[src/rtl/alu_mc_pkg.sv]
// alu_mc_pkg: shared types and constants for the multi-cycle ALU.
//   alu_op_e : ALUOp encoding (3 bits)
//   state_e  : control FSM states (IDLE, COMPUTE, DONE)
//   FLAG_*   : bit positions of N, Z, C, V inside ALUFlags
package alu_mc_pkg;

   typedef enum logic [2:0] {
      OP_ADD = 3'b000,
      OP_SUB = 3'b001,
      OP_AND = 3'b010,
      OP_ORR = 3'b011,
      OP_ADC = 3'b100,
      OP_BIC = 3'b101,
      OP_MUL = 3'b110,
      OP_DIV = 3'b111
   } alu_op_e;

   typedef enum logic [1:0] {
      IDLE    = 2'd0,
      COMPUTE = 2'd1,
      DONE    = 2'd2
   } state_e;

   localparam int FLAG_N = 3;
   localparam int FLAG_Z = 2;
   localparam int FLAG_C = 1;
   localparam int FLAG_V = 0;

endpackage

[src/rtl/alu_mc_if.sv]
// alu_mc_if: request/response bundle between the control unit and alu_mc.
//   master (control unit): drives Start, ALUOp, Src_A, Src_B, C_Flag
//   slave  (alu_mc)      : drives Busy, Done, Result, ResultHi, ALUFlags
//
// Handshake: a Start seen at a rising edge while Busy=0 is accepted and
// samples ALUOp/Src_A/Src_B/C_Flag at that edge; a Start while Busy=1 is
// dropped. Done pulses for exactly one cycle when the results of the
// accepted operation appear; Result/ResultHi/ALUFlags then hold until the
// next accepted operation completes. Start may be raised in the Done cycle.
interface alu_mc_if #(parameter int WIDTH = 32);
   import alu_mc_pkg::*;

   logic             Start;
   alu_op_e          ALUOp;
   logic [WIDTH-1:0] Src_A;
   logic [WIDTH-1:0] Src_B;
   logic             C_Flag;
   logic             Busy;
   logic             Done;
   logic [WIDTH-1:0] Result;
   logic [WIDTH-1:0] ResultHi;
   logic [3:0]       ALUFlags;

   modport master (
      output Start, ALUOp, Src_A, Src_B, C_Flag,
      input  Busy, Done, Result, ResultHi, ALUFlags
   );

   modport slave (
      input  Start, ALUOp, Src_A, Src_B, C_Flag,
      output Busy, Done, Result, ResultHi, ALUFlags
   );

endinterface

[src/rtl/alu_mc_iter.sv]
// alu_mc_iter: shared iterative engine for unsigned MUL and DIV.
// One {hi,lo} shift register pair, one adder/subtractor and a down-counter.
//   clk_i, rst_ni : clock, asynchronous active-low reset
//   load_i        : capture operands (lo <= a_i, hi <= 0, counter <= WIDTH-1)
//   step_i        : perform one iteration
//   div_i         : operation captured on load is DIV (else MUL)
//   a_i, b_i      : operands
//   last_o        : the iteration performed this cycle is the final one
//   div_zero_o    : captured op is DIV with divisor 0
//   hi_o, lo_o    : register contents after this cycle's iteration
// Macro ALU_MC_DIV_EN: when undefined, only the multiplier path is built.
module alu_mc_iter #(parameter int WIDTH = 32) (
   input  logic             clk_i,
   input  logic             rst_ni,
   input  logic             load_i,
   input  logic             step_i,
   input  logic             div_i,
   input  logic [WIDTH-1:0] a_i,
   input  logic [WIDTH-1:0] b_i,
   output logic             last_o,
   output logic             div_zero_o,
   output logic [WIDTH-1:0] hi_o,
   output logic [WIDTH-1:0] lo_o
);
   localparam int CW = $clog2(WIDTH);

   logic [WIDTH-1:0] hi_q, hi_d, lo_q, lo_d, b_q;
   logic [CW-1:0]    cnt_q;

`ifdef ALU_MC_DIV_EN
   logic             div_q;
   logic [WIDTH:0]   x;
   logic [WIDTH:0]   y;
   logic [WIDTH+1:0] sum;

   // MUL adds B to hi; DIV subtracts B from {hi, next dividend bit}.
   // For DIV the top sum bit is the no-borrow indicator (partial >= B).
   always_comb begin
      x   = div_q ? {hi_q, lo_q[WIDTH-1]} : {1'b0, hi_q};
      y   = div_q ? ~{1'b0, b_q} : {1'b0, b_q};
      sum = {1'b0, x} + {1'b0, y} + {{(WIDTH+1){1'b0}}, div_q};
      if (div_q) begin
         // Restoring step: keep the difference only when it did not borrow.
         hi_d = sum[WIDTH+1] ? sum[WIDTH-1:0] : x[WIDTH-1:0];
         lo_d = {lo_q[WIDTH-2:0], sum[WIDTH+1]};
      end else begin
         {hi_d, lo_d} = lo_q[0] ? {sum[WIDTH:0], lo_q[WIDTH-1:1]}
                                : {1'b0, hi_q, lo_q[WIDTH-1:1]};
      end
   end

   always_ff @(posedge clk_i or negedge rst_ni) begin
      if (!rst_ni)     div_q <= 1'b0;
      else if (load_i) div_q <= div_i;
   end

   assign div_zero_o = div_q && (b_q == '0);
`else
   logic [WIDTH:0] sum;
   logic           unused_div;

   always_comb begin
      sum = {1'b0, hi_q} + {1'b0, b_q};
      {hi_d, lo_d} = lo_q[0] ? {sum, lo_q[WIDTH-1:1]}
                             : {1'b0, hi_q, lo_q[WIDTH-1:1]};
   end

   assign unused_div = div_i;
   assign div_zero_o = 1'b0;
`endif

   always_ff @(posedge clk_i or negedge rst_ni) begin
      if (!rst_ni) begin
         hi_q  <= '0;
         lo_q  <= '0;
         b_q   <= '0;
         cnt_q <= '0;
      end else if (load_i) begin
         hi_q  <= '0;
         lo_q  <= a_i;
         b_q   <= b_i;
         cnt_q <= CW'(WIDTH - 1);
      end else if (step_i) begin
         hi_q  <= hi_d;
         lo_q  <= lo_d;
         cnt_q <= cnt_q - CW'(1);
      end
   end

   assign last_o = (cnt_q == '0);
   assign hi_o   = hi_d;
   assign lo_o   = lo_d;

endmodule

[src/rtl/alu_mc.sv]
// alu_mc: multi-cycle ALU. Single-cycle ADD/SUB/AND/ORR/ADC/BIC, iterative
// unsigned MUL/DIV (WIDTH iterations) through alu_mc_iter.
//   CLK     : clock, rising edge
//   RESETn  : asynchronous active-low reset
//   bus     : alu_mc_if slave modport (Start/ALUOp/operands in,
//             Busy/Done/Result/ResultHi/ALUFlags out)
//   state_o : current control FSM state, for observation
// Macro ALU_MC_DIV_EN: builds the divider; when undefined, DIV completes
// in one cycle with Result=0, ResultHi=0, ALUFlags=4'b0101.
module alu_mc import alu_mc_pkg::*; #(parameter int WIDTH = 32) (
   input  logic   CLK,
   input  logic   RESETn,
   alu_mc_if.slave bus,
   output state_e state_o
);
   state_e           state_q, state_d;
   logic [WIDTH-1:0] res_q, res_d, hi_q, hi_d;
   logic [3:0]       flags_q, flags_d;
   logic             out_we, iter_load, iter_op;

   logic [WIDTH-1:0] b_op, sc_res;
   logic [WIDTH:0]   sum;
   logic             is_sub, cin, sc_c, sc_v;

   logic [WIDTH-1:0] it_hi, it_lo;
   logic             it_last, it_dz;

`ifdef ALU_MC_DIV_EN
   assign iter_op = (bus.ALUOp == OP_MUL) || (bus.ALUOp == OP_DIV);
`else
   assign iter_op = (bus.ALUOp == OP_MUL);
`endif

   // Single-cycle datapath. SUB reuses the adder as A + ~B + 1, so the
   // ADD overflow rule applied to the inverted B also covers SUB.
   always_comb begin
      is_sub = (bus.ALUOp == OP_SUB);
      b_op   = is_sub ? ~bus.Src_B : bus.Src_B;
      cin    = is_sub | ((bus.ALUOp == OP_ADC) & bus.C_Flag);
      sum    = {1'b0, bus.Src_A} + {1'b0, b_op} + {{WIDTH{1'b0}}, cin};
      sc_res = '0;
      sc_c   = 1'b0;
      sc_v   = 1'b0;
      case (bus.ALUOp)
         OP_ADD, OP_SUB, OP_ADC: begin
            sc_res = sum[WIDTH-1:0];
            sc_c   = sum[WIDTH];
            sc_v   = (bus.Src_A[WIDTH-1] ~^ b_op[WIDTH-1]) &
                     (bus.Src_A[WIDTH-1] ^ sum[WIDTH-1]);
         end
         OP_AND:  sc_res = bus.Src_A & bus.Src_B;
         OP_ORR:  sc_res = bus.Src_A | bus.Src_B;
         OP_BIC:  sc_res = bus.Src_A & ~bus.Src_B;
`ifndef ALU_MC_DIV_EN
         OP_DIV:  sc_v   = 1'b1;   // marks DIV as unsupported in this build
`endif
         default: ;
      endcase
   end

   // Control FSM: next state, iterator load and output-register write.
   always_comb begin
      state_d   = state_q;
      iter_load = 1'b0;
      out_we    = 1'b0;
      res_d     = sc_res;
      hi_d      = '0;
      flags_d   = '0;
      flags_d[FLAG_N] = sc_res[WIDTH-1];
      flags_d[FLAG_Z] = (sc_res == '0);
      flags_d[FLAG_C] = sc_c;
      flags_d[FLAG_V] = sc_v;
      case (state_q)
         IDLE, DONE: begin
            if (bus.Start) begin
               if (iter_op) begin
                  state_d   = COMPUTE;
                  iter_load = 1'b1;
               end else begin
                  state_d = DONE;
                  out_we  = 1'b1;
               end
            end else begin
               state_d = IDLE;
            end
         end
         COMPUTE: begin
            res_d   = it_lo;
            hi_d    = it_hi;
            flags_d = '0;
            flags_d[FLAG_N] = it_lo[WIDTH-1];
            flags_d[FLAG_Z] = (it_lo == '0);
            flags_d[FLAG_V] = it_dz;
            if (it_last) begin
               state_d = DONE;
               out_we  = 1'b1;
            end
         end
         default: state_d = IDLE;
      endcase
   end

   always_ff @(posedge CLK or negedge RESETn) begin
      if (!RESETn) begin
         state_q <= IDLE;
         res_q   <= '0;
         hi_q    <= '0;
         flags_q <= '0;
      end else begin
         state_q <= state_d;
         if (out_we) begin
            res_q   <= res_d;
            hi_q    <= hi_d;
            flags_q <= flags_d;
         end
      end
   end

   alu_mc_iter #(.WIDTH(WIDTH)) u_iter (
      .clk_i      (CLK),
      .rst_ni     (RESETn),
      .load_i     (iter_load),
      .step_i     (state_q == COMPUTE),
      .div_i      (bus.ALUOp == OP_DIV),
      .a_i        (bus.Src_A),
      .b_i        (bus.Src_B),
      .last_o     (it_last),
      .div_zero_o (it_dz),
      .hi_o       (it_hi),
      .lo_o       (it_lo)
   );

   assign bus.Busy     = (state_q == COMPUTE);
   assign bus.Done     = (state_q == DONE);
   assign bus.Result   = res_q;
   assign bus.ResultHi = hi_q;
   assign bus.ALUFlags = flags_q;
   assign state_o      = state_q;

endmodule
[src/flat_wrapper.sv]
// flat-port wrapper written by rule: the top's interface ports become plain ports
module alu_mc_flat import alu_mc_pkg::*;
#(parameter int WIDTH = 32)
  (CLK, RESETn, state_o, bus_Start, bus_ALUOp, bus_Src_A, bus_Src_B, bus_C_Flag, bus_Busy, bus_Done, bus_Result, bus_ResultHi, bus_ALUFlags);
  alu_mc_if #(.WIDTH(WIDTH)) bus_i ();
  input  logic CLK;
  input  logic RESETn;
  output state_e state_o;
  input wire logic [$bits(bus_i.Start)-1:0] bus_Start;
  input wire logic [$bits(bus_i.ALUOp)-1:0] bus_ALUOp;
  input wire logic [$bits(bus_i.Src_A)-1:0] bus_Src_A;
  input wire logic [$bits(bus_i.Src_B)-1:0] bus_Src_B;
  input wire logic [$bits(bus_i.C_Flag)-1:0] bus_C_Flag;
  output wire logic [$bits(bus_i.Busy)-1:0] bus_Busy;
  output wire logic [$bits(bus_i.Done)-1:0] bus_Done;
  output wire logic [$bits(bus_i.Result)-1:0] bus_Result;
  output wire logic [$bits(bus_i.ResultHi)-1:0] bus_ResultHi;
  output wire logic [$bits(bus_i.ALUFlags)-1:0] bus_ALUFlags;
  assign bus_i.Start = bus_Start;
  assign bus_i.ALUOp = bus_ALUOp;
  assign bus_i.Src_A = bus_Src_A;
  assign bus_i.Src_B = bus_Src_B;
  assign bus_i.C_Flag = bus_C_Flag;
  assign bus_Busy = bus_i.Busy;
  assign bus_Done = bus_i.Done;
  assign bus_Result = bus_i.Result;
  assign bus_ResultHi = bus_i.ResultHi;
  assign bus_ALUFlags = bus_i.ALUFlags;
  alu_mc #(.WIDTH(WIDTH)) u_core (.CLK(CLK), .RESETn(RESETn), .bus(bus_i), .state_o(state_o));
endmodule
[config.mk]
export PLATFORM = sky130hd
export DESIGN_NAME = alu_mc_flat
export DESIGN_NICKNAME = d
export VERILOG_FILES = /design/src/rtl/alu_mc_pkg.sv /design/src/rtl/alu_mc_if.sv /design/src/rtl/alu_mc_iter.sv /design/src/rtl/alu_mc.sv /design/src/flat_wrapper.sv
export SDC_FILE = /design/constraint.sdc
export NUM_CORES = 1
export LEC_CHECK = 0
export ABC_AREA = 1
export BUFFER_PORTS_ARGS = -buffer_cell sky130_fd_sc_hd__buf_2
export CAP_MARGIN = 10
export CORE_ASPECT_RATIO = 1.4
export CORE_MARGIN = 2
export CORE_UTILIZATION = 52
export DETAILED_ROUTE_END_ITERATION = 16
export PLACE_DENSITY_LB_ADDON = 0.25
export SLEW_MARGIN = 10
export SYNTH_ARGS = -nofsm -noshare
export SYNTH_HDL_FRONTEND = slang
export SYNTH_SLANG_ARGS = --single-unit
[constraint.sdc]
create_clock -name CLK -period 2.6 [get_ports CLK]
set_input_delay 0.78 -clock CLK [delete_from_list [all_inputs] [get_ports CLK]]
set_output_delay 0.78 -clock CLK [all_outputs]
set_load 0.01 [all_outputs]
==> results.yml, run 1 <==
outcome:
  outcome: "finished with violations"
  violations: "negative setup slack"
logic_synthesis:
  seq_area_frac_synth_pct: 32.3
  synth-async-reset-ratio_pct: 100
  synth_edf_count: 0
  synth_top_area_share_pct: 32.3
  synth_cells: 2014
  synthesis.nets: 2152
  ys_seq_elements: 170
  synth_area_leaders: "dfrtp_1, nand2_1, o21ai_0, inv_1, ha_1"
  syn_area_sq_um: 13200
  ys.flop_type: "dfrtp_1"
  synth_cell_types: 43
  synth_area_per_cell_sq_um: 6.54
  yosysWarnings: 0
  synth_top_area_cell: "dfrtp_1"
worst_hold_path:
  hold_path.class: "in -> async"
final_layout:
  nets: 2513
  antennaDiodeCount: 0
  area_delta_synth_final_pct: 34.8
  drive_gt1_share_pct: 28.0
  fillers: 2085
  final_util_pct: 71.7
global_route:
  track_usage_pct: 35.5
  grt_start_max_net_pins: 75
  grt_pass1_wl_mm: 75.0
  use_met1_pct: 42.1
  grt_pass1_vias: 14500
  grt-busiest-layer: "met2"
  met2_usage_pct: 65.9
  overflow: 0
  antenna_found_initial: 0
  grt_use_met3_pct: 3.20
detailed_routing:
  wire_per_inst_microns: 17.9
  drt_wl_total_mm: 48.4
  antenna_left: 0
  drc: 0
  drtIter0Drc: 1219
  vias: 15000
  dr.pass1.iters: 6
  routed_via_density: 5.56
clock_network:
  cts_root_buf: "clkbuf_16"
  cts_hold_buf: 0
  cts_sinks: 170
  numCtsBuffers: 17
  cts.path.max_buffers: 2
  cts.htree.levels: 4
  cts_tree: "built"
  insertion_delay_ns: 0.44
  clk_pin_slew_ns: 0.08
die:
  die_y_microns: 192
  start_util_pct: 53.2
  io-pin-count: 143
  die_x_microns: 139
  coreArea_sq_um: 24800
  rows: 68
  die_area_sq_um: 26600
setup_path:
  cp_cell_sequence: "buf_8 > inv_4 > buf_4 > nand4_1 > nand2_2 > inv_1 > fa_2 > fa_2 > inv_2 > nand2_4 > nand2_4 > nand3_2 > nand2_2 > buf_6 > nand3_2 > nand3_1 > nand2_1 > nand3_1 > nand2_1 > nor2_1 > nand3_1 > nor2_2 > nand2_1 > a21oi_2"
  worstSetupEndpointType: "flop"
  arrival_ns: 3.55
  critPathTopFamily: "simple AND/OR/NAND/NOR gates"
  worst-path-buf-inv: 6
  cp.required_ns: 2.97
  crit_type: "in -> reg"
  crit_path_top_delay_cell: "fa_2"
  critPathMaxFanout: 4
  cp_slowest_stage_delay_ns: 0.39
  start_kind: "input pin"
place:
  port_buffers: 142
  dp_slack_ns: -1.15
  hpwl_mm: 37.9
  gp_congestion: 1.04
pwr:
  p_leak_nw: 9.38
  powerDensity_nw_per_um2: 713
  switching_share_pct: 42.9
  switchingPower_w: 0.00544
  p_clk_share_pct: 20.8
  pwr-share-comb_pct: 48.5
  p_int_w: 0.00723
  power_frac_seq_pct: 30.7
  peakVddDrop_mv: 0.721
sta:
  tightest_slew_ns: 0.595
  timing.fmax_ghz: 0.315
  rsz0062_at_grt: "yes"
  setup_viol: 30
  finalCritPeriodShare_pct: 122
  fin_setup_tns_ns: -7.72
  fin_ws_ns: -0.574
  period_needed_ns: 3.17
  drv_slew: 0
  slew_headroom_pct: 60.3
  hold_viol: 0
  fin_skew_ns: 0.0132
flow_run:
  cap_violations: 0
[area by class of cell]
type | count | area [sq um] | share of cell area, %
sequential | 170 | 4250 | 24.0
clock inverter | 13 | 159 | 0.895
timing repair buffer | 414 | 3020 | 17.0
inverter | 283 | 1080 | 6.07
multi-input combinational | 1489 | 8420 | 47.4
clock buffer | 19 | 443 | 2.49
tap | 315 | 394 | 2.22
[timing repair]
| action | CTS | global route |
|---|---|---|
| cloned | 0 | 0 |
| pin swaps | 28 | 36 |
| gates resized for setup | 115 | 152 |
| buffers inserted | 11 | 18 |
| setup endpoints to repair | 31 | 53 |
[kinds of logic after synthesis]
| logic type | synth area share, % |
|---|---|
| AO/OA/AOI/OAI | 18.5 |
| buffers and inverters | 10.5 |
| adder cells (fa/ha/maj) | 6.53 |
| flip-flops | 32.3 |
| AND/OR/NAND/NOR | 29.1 |
| XOR/XNOR | 3.12 |
[flip-flops by register name (all words and copies together), names as in the netlist]
signal and cells:
u_core.bus.ALUFlags 4, u_core.bus.Result 31, u_core.bus.ResultHi 32, u_core.state_o 2, u_core.u_iter.b_q 32, u_core.u_iter.cnt_q 5
u_core.u_iter.hi_q 32, u_core.u_iter.lo_q 32
[path summary, 6_finish.rpt]
kind / start / end / slack, ns / cells after the start
worst max-delay path: bus_ALUOp[1] / u_core.bus.ALUFlags[2]$_DFFE_PN0P_ / -0.57 / 24
max in group asynchronous: RESETn / u_core.u_iter.b_q[25]$_DFFE_PN0P_ / 1.75 / 2
worst max register to register: u_core.u_iter.hi_q[20]$_DFFE_PN0P_ / u_core.u_iter.hi_q[26]$_DFFE_PN0P_ / 0.14 / 10
worst min-delay path: RESETn / u_core.bus.Result[8]$_DFFE_PN0P_ / 0.19 / 1
min in group CLK: u_core.bus.ResultHi[30]$_DFFE_PN0P_ / u_core.bus.ResultHi[30]$_DFFE_PN0P_ / 0.47 / 2
worst min register to register: u_core.bus.ResultHi[30]$_DFFE_PN0P_ / u_core.bus.ResultHi[30]$_DFFE_PN0P_ / 0.47 / 2
[cells in the mapped netlist (6+ instances only)]
library cell and number:
o21bai_1 11, xnor2_1 7, nand4_1 29, nand2_1 603
a21oi_1 127, a21o_1 7, nor2_1 158, inv_1 279
nand3b_1 9, nand3_1 111, a21boi_0 14, buf_2 15
dfrtp_1 170, xor2_1 40, o211ai_1 34, o21ai_0 217
clkbuf_1 47, a41oi_1 6, nor3_1 14, ha_1 64
[metal layers]
layer / wire (microns) / part of all wire, % / vias up
li1: - / - / 7270
met1: 19000 / 39 / 7018
met2: 24700 / 51 / 595
met3: 2420 / 5.0 / 157
met4: 2400 / 4.9 / 0
met5: 0 / 0 / -
[placed cells by master (no fill, tap or decap), types with 20 or more instances in the layout]
cell	n
buf_2	138
nand2_1	533
nand3_1	73
o211ai_1	34
nand4_1	29
nand2_2	62
xor2_1	39
inv_1	262
buf_6	20
dfrtp_1	170
a21oi_1	106
buf_4	241
nor2_2	26
nor2_1	125
o21ai_0	194
nand3_2	30
ha_1	60
[per-stage QoR]
stage                     total power (W)  hold slack, ns  cell area (sq um)  instances
after floorplan                   0.00730           0.453              13300       2014
final                              0.0127           0.193              17800       2703
after CTS                          0.0123           0.194              17100       2687
after global routing               0.0135           0.200              17800       2703
after detailed placement          0.00946           0.460              16100       2646
after global placement            0.00937           0.460              16100       2646
[power groups by stage]
stage	combinational (W)	clock, W	sequential [W]
after global routing	0.00680	0.00274	0.00396
final	0.00615	0.00263	0.00389
after global placement	0.00547	0	0.00390
after CTS	0.00574	0.00265	0.00387
after detailed placement	0.00556	0	0.00390
after floorplan	0.00348	0	0.00382
Power figures use the tool's default switching activity.
==> run 2: changes to the inputs <==
--- a/config.mk
+++ b/config.mk
@@ -9,7 +9,7 @@
 export BUFFER_PORTS_ARGS = -buffer_cell sky130_fd_sc_hd__buf_2
 export CAP_MARGIN = 10
 export CORE_ASPECT_RATIO = 1.4
-export CORE_MARGIN = 2
+export CORE_MARGIN = 10
 export CORE_UTILIZATION = 52
 export DETAILED_ROUTE_END_ITERATION = 16
 export PLACE_DENSITY_LB_ADDON = 0.25
==> constraint.sdc (replaced) <==
create_clock -name CLK -period 2.57 [get_ports CLK]
set_input_delay 0.771 -clock CLK [delete_from_list [all_inputs] [get_ports CLK]]
set_output_delay 0.771 -clock CLK [all_outputs]
set_load 0.01 [all_outputs]
==> run 2 against run 1 <==
Net effect:
- the run still ends with negative setup slack left
- non-clock buffer count increased by 28
- combinational power rose by 13%
- cell count rose by 1.0%
- sequential power increased by 1%
- hold slack improved by 0.077 ns
- die area rose by 21%
- register-to-register slack is essentially flat
- clock power grew 2%
- clock skew fell by 0.0036 ns
- sequential share of layout area decreased by 2.0 points
==> results.yml, run 2 (synthesis gave the netlist of run 1 again) <==
sta:
  fin_skew_ns: 0.00959
  setup_viol: 31
  fin_setup_tns_ns: -9.80
  rsz0062_at_grt: "yes"
  hold_viol: 0
  period_needed_ns: 3.24
  drv_slew: 0
  fin_ws_ns: -0.670
  tightest_slew_ns: 0.630
  timing.fmax_ghz: 0.309
  whs_ns: 0.270
  slew_headroom_pct: 57.6
  finalCritPeriodShare_pct: 126
setup_path:
  crit_type: "in -> reg"
  cp.required_ns: 2.94
  arrival_ns: 3.61
  critPathMaxFanout: 5
  reg2regPathDepth: 9
  r2r_slack_ns: 0.14
  cp-startpoint: "bus_ALUOp[2]"
  worstReg2RegEnd: "u_core.u_iter.hi_q[18]$_DFFE_PN0P_"
  start_kind: "input pin"
  worstSetupEndpointType: "flop"
  r2r-start: "u_core.u_iter.hi_q[18]$_DFFE_PN0P_"
flow_run:
  cap_violations: 0
outcome:
  outcome: "finished with violations"
  violations: "negative setup slack"
final_layout:
  nets: 2541
  final_cell_area_sq_um: 19400
  fin_cells: 2731
  final_common_cell: "nand2_1"
  layout_common_cells: "nand2_1, inv_1, buf_4"
  drive_gt1_share_pct: 36.8
  antennaDiodeCount: 0
  area_delta_synth_final_pct: 47.1
die:
  rows: 68
  die_x_microns: 155
  io-pin-count: 143
  die_y_microns: 208
  die_area_sq_um: 32200
  start_util_pct: 53.0
  coreArea_sq_um: 24800
place:
  post_dp_cell_area_sq_um: 16200
  port_buffers: 142
  hpwl_mm: 39.4
  gp_congestion: 1.02
  dp_cells: 2651
clock_network:
  cts.path.max_buffers: 2
  clk_pin_slew_ns: 0.07
  cts_root_buf: "clkbuf_16"
  cts_tree: "built"
  cts_sinks: 170
  insertion_delay_ns: 0.44
  numCtsBuffers: 17
  cts.htree.levels: 4
global_route:
  antenna_found_initial: 0
  grt_pass1_vias: 15200
  grt_pass1_wl_mm: 79.1
  overflow: 0
  track_usage_pct: 30.5
  grt_start_max_net_pins: 73
pwr:
  p_leak_nw: 9.91
  powerDensity_nw_per_um2: 702
  peakVddDrop_mv: 0.710
detailed_routing:
  drc: 0
  routed_via_density: 5.92
  vias: 16200
  antenna_left: 0
  dr.pass1.iters: 6
  wire_per_inst_microns: 20.7
  drtIter0Drc: 1433
  drt_wl_total_mm: 56.6
worst_hold_path:
  hold_path.class: "in -> async"
run 2: changes by cell type in the layout (fill, tap and decap cells not counted), sizes merged:
| cell | change |
|---|---|
| buf | +27 |
| clkbuf | +2 |
| clkinv | -2 |
| clkinvlp | -1 |
| inv | +2 |
run 2: per-stage QoR:
step                      setup WS (ns)  power [W]  utilization, %
after CTS                        -0.433     0.0127            71.5
after global routing             -0.806     0.0144            78.0
after global placement            -1.15    0.00953            65.1
after detailed placement          -1.21    0.00966            65.1
final                            -0.670     0.0136            78.0
after floorplan                  -0.742    0.00739               -
run 2: worst max-delay path by stage:
| stage | end |
|---|---|
| global route | u_core.bus.ALUFlags[2]$_DFFE_PN0P_ |
| CTS | u_core.bus.ALUFlags[2]$_DFFE_PN0P_ |
| floorplan | u_core.bus.ALUFlags[2]$_DFFE_PN0P_ |
| global placement | u_core.bus.ALUFlags[2]$_DFFE_PN0P_ |
| finish | u_core.bus.ALUFlags[2]$_DFFE_PN0P_ |
| detailed placement | u_core.bus.ALUFlags[2]$_DFFE_PN0P_ |
run 2: what timing repair did:
item | 4_1_cts | 5_1_grt
setup buffers | 20 | 31
setup endpoints to repair | 31 | 66
gates resized for setup | 236 | 354
cloned | 2 | 1
hold buffers | 0 | 0
pin swaps | 60 | 174
run 2: area by class of cell:
| type | instances | area (sq um) |
|---|---|---|
| timing repair buffer | 442 | 3450 |
| inverter | 283 | 1090 |
| fill | 1758 | 5460 |
| clock inverter | 12 | 154 |
| tap | 315 | 394 |
| multi-input combinational | 1489 | 9590 |
| sequential | 170 | 4250 |
| clock buffer | 20 | 457 |
run 2: power by group:
group / switching (W) / internal [W] / leakage, nW / total, W
registers: 0.000552 / 0.00339 / 2.17 / 0.00394
logic: 0.00423 / 0.00275 / 7.44 / 0.00698
clock network: 0.00117 / 0.00152 / 0.298 / 0.00269
total: 0.00596 / 0.00765 / 9.91 / 0.0136
run 2: critical path, stage by stage:
cell	delay [ns]
buf_8	0.11
inv_8	0.04
nand3_4	0.15
xor2_2	0.20
fa_2	0.36
fa_2	0.36
inv_2	0.10
nand2_4	0.06
nand2_4	0.10
and2_4	0.18
nand2_2	0.06
nand3_2	0.07
nand3_2	0.08
nor2_1	0.17
nand2_1	0.09
nor2_2	0.15
nand2_1	0.08
nor2_1	0.10
nand2_1	0.07
nor2_1	0.10
nand2_1	0.07
a21oi_2	0.13
run 2: layer usage:
metal  part of all wire, %  track usage, %
met1                    35            34.9
met2                    49            52.7
met3                   8.0            3.63
met4                   8.2            18.5
met5                     0               0
